File: src/rtl/multicycle_sequencer.sv
// multicycle_sequencer
//   Multi-cycle control FSM for the RV32I core. Each instruction steps
//   through FETCH/DECODE/EXEC/MEM/WB and the block emits one-cycle enables
//   for the instruction register, PC, register file and unified memory.
//
//   Optional feature macro: RETIRE_CNT_EN (retired-instruction counter).
//
// Ports
//   CLK          core clock, rising edge
//   RST_N        asynchronous active-low reset
//   INSN[31:0]   instruction register contents (valid from DECODE onward)
//   br_taken     branch comparison result, sampled in EXEC
//   mem_ready    memory completes the current access this cycle
//   mem_req      memory access request
//   mem_we       store enable (only with mem_req)
//   ir_load      latch memory read data into the instruction register
//   addr_sel     memory address: 0 = PC, 1 = ALU result
//   pc_next_sel  next PC: 0 = PC adder, 1 = ALU
//   pc_alu_sel   PC adder operand: 0 = +4, 1 = immediate
//   sub_sra      ALU subtract / arithmetic shift
//   pc_load      PC write enable
//   rd_we        register file write enable
//   state[2:0]   current state encoding
//   halted       core trapped
//   instret[31:0] retired-instruction count (0 without RETIRE_CNT_EN)
//
// state  | meaning
// FETCH  | read instruction at PC, wait for mem_ready
// DECODE | classify opcode; FENCE retires here
// EXEC   | ALU operation; BRANCH retires here
// MEM    | load/store data access, wait for mem_ready
// WB     | register write-back and PC update
// TRAP   | sticky halt, exit only through reset
module multicycle_sequencer #(
  parameter int TIMEOUT_CYCLES = 16,
  parameter int CNT_W          = 5
) (
  input  logic        CLK,
  input  logic        RST_N,
  input  logic [31:0] INSN,
  input  logic        br_taken,
  input  logic        mem_ready,
  output logic        mem_req,
  output logic        mem_we,
  output logic        ir_load,
  output logic        addr_sel,
  output logic        pc_next_sel,
  output logic        pc_alu_sel,
  output logic        sub_sra,
  output logic        pc_load,
  output logic        rd_we,
  output logic [2:0]  state,
  output logic        halted,
  output logic [31:0] instret
);

  typedef enum logic [2:0] {
    S_FETCH  = 3'd0,
    S_DECODE = 3'd1,
    S_EXEC   = 3'd2,
    S_MEM    = 3'd3,
    S_WB     = 3'd4,
    S_TRAP   = 3'd7
  } state_t;

  localparam logic [6:0] OP_LUI    = 7'b0110111;
  localparam logic [6:0] OP_AUIPC  = 7'b0010111;
  localparam logic [6:0] OP_JAL    = 7'b1101111;
  localparam logic [6:0] OP_JALR   = 7'b1100111;
  localparam logic [6:0] OP_OPIMM  = 7'b0010011;
  localparam logic [6:0] OP_OP     = 7'b0110011;
  localparam logic [6:0] OP_LOAD   = 7'b0000011;
  localparam logic [6:0] OP_STORE  = 7'b0100011;
  localparam logic [6:0] OP_BRANCH = 7'b1100011;
  localparam logic [6:0] OP_FENCE  = 7'b0001111;

  // Last counter value before the timeout fires; unused when timeout is off.
  localparam logic [CNT_W-1:0] CNT_LAST =
    (TIMEOUT_CYCLES > 0) ? CNT_W'(TIMEOUT_CYCLES - 1) : '0;

  state_t           st;
  logic [CNT_W-1:0] wait_cnt;
  logic [6:0]       opcode;
  logic [2:0]       funct3;
  logic             exec_op;
  logic             wait_expired;
  logic             unused_insn;

  assign opcode = INSN[6:0];
  assign funct3 = INSN[14:12];
  assign unused_insn = ^{INSN[31], INSN[29:15], INSN[11:7]};

  always_comb begin
    exec_op = 1'b0;
    case (opcode)
      OP_LUI, OP_AUIPC, OP_JAL, OP_JALR, OP_OPIMM,
      OP_OP, OP_LOAD, OP_STORE, OP_BRANCH: exec_op = 1'b1;
      default: exec_op = 1'b0;
    endcase
  end

  // The cycle that would bring the count to TIMEOUT_CYCLES traps instead.
  assign wait_expired = (TIMEOUT_CYCLES != 0) && (wait_cnt == CNT_LAST);

  always_ff @(posedge CLK or negedge RST_N) begin
    if (!RST_N) begin
      st       <= S_FETCH;
      wait_cnt <= '0;
    end else begin
      wait_cnt <= '0;
      case (st)
        S_FETCH: begin
          if (mem_ready) begin
            st <= S_DECODE;
          end else if (wait_expired) begin
            st <= S_TRAP;
          end else if (TIMEOUT_CYCLES != 0) begin
            wait_cnt <= wait_cnt + CNT_W'(1);
          end
        end
        S_DECODE: begin
          if (exec_op)                st <= S_EXEC;
          else if (opcode == OP_FENCE) st <= S_FETCH;
          else                        st <= S_TRAP;
        end
        S_EXEC: begin
          if (opcode == OP_BRANCH)                          st <= S_FETCH;
          else if (opcode == OP_LOAD || opcode == OP_STORE) st <= S_MEM;
          else                                              st <= S_WB;
        end
        S_MEM: begin
          if (mem_ready) begin
            st <= (opcode == OP_STORE) ? S_FETCH : S_WB;
          end else if (wait_expired) begin
            st <= S_TRAP;
          end else if (TIMEOUT_CYCLES != 0) begin
            wait_cnt <= wait_cnt + CNT_W'(1);
          end
        end
        S_WB:    st <= S_FETCH;
        S_TRAP:  st <= S_TRAP;
        default: st <= S_TRAP;
      endcase
    end
  end

  // Outputs are forced low while reset is held so nothing is driven to
  // the datapath or memory until the core is released.
  always_comb begin
    mem_req     = 1'b0;
    mem_we      = 1'b0;
    ir_load     = 1'b0;
    addr_sel    = 1'b0;
    pc_next_sel = 1'b0;
    pc_alu_sel  = 1'b0;
    sub_sra     = 1'b0;
    pc_load     = 1'b0;
    rd_we       = 1'b0;
    if (RST_N) begin
      case (st)
        S_FETCH: begin
          mem_req = 1'b1;
          ir_load = mem_ready;
        end
        S_DECODE: begin
          pc_load = (opcode == OP_FENCE);
        end
        S_EXEC: begin
          case (opcode)
            OP_OP:     sub_sra = INSN[30] && (funct3 == 3'b000 || funct3 == 3'b101);
            OP_OPIMM:  sub_sra = INSN[30] && (funct3 == 3'b101);
            OP_BRANCH: begin
              sub_sra    = 1'b1;
              pc_load    = 1'b1;
              pc_alu_sel = br_taken;
            end
            default:   sub_sra = 1'b0;
          endcase
        end
        S_MEM: begin
          mem_req  = 1'b1;
          addr_sel = 1'b1;
          mem_we   = (opcode == OP_STORE);
          pc_load  = (opcode == OP_STORE) && mem_ready;
        end
        S_WB: begin
          rd_we       = 1'b1;
          pc_load     = 1'b1;
          pc_next_sel = (opcode == OP_JALR);
          pc_alu_sel  = (opcode == OP_JAL);
        end
        default: ;
      endcase
    end
  end

  assign state  = st;
  assign halted = (st == S_TRAP);

`ifdef RETIRE_CNT_EN
  logic [31:0] ret_cnt;

  always_ff @(posedge CLK or negedge RST_N) begin
    if (!RST_N)       ret_cnt <= '0;
    else if (pc_load) ret_cnt <= ret_cnt + 32'd1;
  end

  assign instret = ret_cnt;
`else
  assign instret = '0;
`endif

endmodule

File: config.mk
export PLATFORM = sky130hd
export DESIGN_NAME = multicycle_sequencer
export DESIGN_NICKNAME = d
export VERILOG_FILES = /design/src/rtl/multicycle_sequencer.sv
export SDC_FILE = /design/constraint.sdc
export NUM_CORES = 1
export LEC_CHECK = 0
export CAP_MARGIN = 0
export CORE_MARGIN = 10
export CORE_UTILIZATION = 56
export DETAILED_ROUTE_END_ITERATION = 16
export DONT_BUFFER_PORTS = 1
export PLACE_DENSITY_LB_ADDON = 0.3
export SLEW_MARGIN = 15
export SYNTH_ARGS = -nofsm -noshare
export SYNTH_HDL_FRONTEND = slang
export SYNTH_SLANG_ARGS = --single-unit
export TNS_END_PERCENT = 20
File: constraint.sdc
create_clock -name CLK -period 1.4 [get_ports CLK]
set_clock_uncertainty 0.05 [all_clocks]
set_input_delay 0.14 -clock CLK [delete_from_list [all_inputs] [get_ports CLK]]
set_output_delay 0.14 -clock CLK [all_outputs]
set_load 0.005 [all_outputs]
==> impl_metrics.ini, run 1 <==
[run_status]
status = finished, violations left
violations = setup timing

[worst_setup_path]
crit_family = simple AND/OR/NAND/NOR gates
cp_num_cells = 4
path_buf_inv = 1
cp.arrival_ns = 1.45
slowest_stage = or4_4
worstRegToRegCells = 5
crit_chain = buf_6 > nand2_2 > or4_4 > a31oi_4
max_stage_delay_ns = 0.43
startpoint_type = flip-flop
cp.required_ns = 1.21
path_class = reg2out
endpoint_kind = output pin
critPathMaxFanout = 4

[cells_and_area]
seq_area_um2 = 201
nets = 192
final_common_cell = conb_1
final_cell_count_no_fill = 169
antenna_cells = 0
drive_above_1_share_pct = 43.8
multi_input_area_um2 = 746
syn_to_final_growth_pct = 35.4
final.fill_count = 90
final_cell_mix = conb_1, buf_4, dfrtp_1, buf_6

[yosys]
yosysWarnings = 0
synthFlopType = dfrtp_1
ys_types = 46
synth_edf_count = 0
netlist_area_um2 = 945
ys_async_sr_fraction_pct = 100
ys_seq_elements = 8
synth_cells = 122
avgSynthCellArea_um2 = 7.74
ys_seq_area_share_pct = 21.2

[placed_design]
dp_cells = 159
finalWeightedCongestion = 0.921
io_buffers = 0
dpl.hpwl_um = 2180

[power_and_ir_drop]
clkPwrFrac_pct = 11.9
power_leakage_nw = 0.590
p_int_w = 0.000859
netSwitchingPower_w = 0.000651
switching_share_pct = 43.1
p_per_area_mw_per_mm2 = 1180
vdd_drop_max_mv = 1.04
power_frac_comb_pct = 66.4
p_seq_share_pct = 21.7

[floorplan]
placementRows = 14
pin_count = 81
coreArea_mm2 = 0.00156
die_w_um = 61.1
die_area_mm2 = 0.00373
fp.dieH_um = 61.1
initial_core_util_pct = 60.6

[route]
avgRoutedWirePerCell_um = 18.4
wl_um = 3120
vias = 964
post_drt_via_cell_ratio = 5.70
ant_nets = 0
drc = 0
dr.pass1.iters = 4
first_iter_violations = 41

[sta]
max_freq_mhz = 609
finalMaxSlewViolations = 0
worst_hold_slack_ns = 0.0227
period_share_pct = 117
period_needed_ns = 1.64
hold_violations = 0
setup-tns-final_ns = -1.21
setup_viol = 12
worst_slack_ns = -0.242
grt_setup_unrepaired = yes

[clock_network]
h-tree-depth = 1
tritoncts = yes
cts_root_buffer = clkbuf_4
cts.sinks = 8
clockBufferDepth = 2
cts_buffers = 3
clk_pin_slew_ns = 0.05
clkLatencyLatePin_ns = 0.26

[grt]
overflow = 0
grt_max_degree = 9
antenna_found_initial = 0
grt_pass1_vias = 984
grt_pass1_wl_um = 4350
gr-usage-all-layers_pct = 15.4

[min_path]
worstHoldPathType = in2reg
whs_path_depth = 2

[run]
cap_violations = 0
==> path summary, 6_finish.rpt <==
check                           slack (ns)        start          end
worst max-delay path                 -0.24     state[1]      pc_load
min in group asynchronous             0.17        RST_N  wait_cnt[2]
worst max register to register       -0.04     state[1]     state[2]
worst min register to register        0.43  wait_cnt[0]  wait_cnt[0]
max in group asynchronous             0.86        RST_N     state[0]
worst min-delay path                  0.02    mem_ready  wait_cnt[0]
==> layout make-up <==
class,count,share of cell area (%)
Multi-Input combinational cell,103,58.3
Timing Repair Buffer,32,20.5
Sequential cell,8,15.8
Inverter,7,2.15
Clock buffer,3,1.76
Tap cell,16,1.57
==> cell usage after synthesis, drive strengths merged, types with 2 or more instances <==
library cell / instances / area, um2
buf: 35 / 260
nor2: 11 / 41.3
dfrtp: 8 / 200
nor3: 7 / 35.0
inv: 6 / 22.5
nand2: 5 / 18.8
a21oi: 4 / 20.0
nand3: 4 / 25.0
or3: 4 / 25.0
o21ai: 3 / 15.0
a211oi: 2 / 15.0
a31oi: 2 / 12.5
nand3b: 2 / 15.0
nor3b: 2 / 20.0
or4: 2 / 15.0
xor2: 2 / 17.5
==> kinds of logic after synthesis <==
group	Yosys count	share of synthesized area (%)
flip-flops	8	21.2
other	1	0.397
AO/OA/AOI/OAI	21	15.5
buffers and inverters	42	30.5
adder cells (fa/ha/maj)	1	1.32
AND/OR/NAND/NOR	46	28.3
XOR/XNOR	3	2.78
==> power groups by stage <==
stage	sequential, W	clock (W)	combinational [W]
after CTS	0.000323	0.000182	0.000775
final	0.000327	0.000180	0.00100
after floorplan	0.000313	0	0.000403
after detailed placement	0.000329	0	0.000625
after global routing	0.000333	0.000201	0.00107
after global placement	0.000326	0	0.000604
==> state kept, by name, summed over array words and instances (netlist names) <==
| name | flops |
|---|---|
| wait_cnt | 5 |
| state | 3 |
==> worst register-to-register path: stages (launching register included) <==
cell and delay, ns:
dfrtp_1 0.42, buf_4 0.19, nor2_4 0.12, o311ai_1 0.09, or3_1 0.35, o211ai_1 0.12
==> repair_timing <==
action,in CTS,in global routing
endpoints found under the hold margin,8,0
resized for setup,23,19
cloned,0,0
setup buffers,3,3
pin swaps,5,7
setup endpoints to repair,13,18
hold buffers,1,0
==> per-stage QoR <==
stage	worst slack, ns	instance area [um2]	util [%]	power (W)
after floorplan	0.00224	1070	-	0.000717
after global placement	-0.0463	1010	64.8	0.000930
after detailed placement	-0.133	1010	64.8	0.000954
after CTS	-0.211	1170	74.9	0.00128
after global routing	-0.302	1280	82.0	0.00161
final	-0.242	1280	82.0	0.00151
==> layer usage <==
metal / vias up / share of wire, % / global-route usage [%]
li1: 430 / - / -
met1: 457 / 38 / 16.6
met2: 71 / 48 / 25.7
met3: 6 / 12 / 6.58
met4: 0 / 1.9 / 6.51
met5: - / 0 / 0
Power figures use the tool's default switching activity.
==> run 2, diff against run 1 <==
- SLEW_MARGIN: 15 -> 20
==> results of run 2 <==
Final layout, timing and power as in run 1 (identical DEF).
==> run 3, diff against run 2 <==
- SLEW_MARGIN: 20 -> 25
==> results of run 3 <==
Final layout, timing and power as in run 1 (identical DEF).
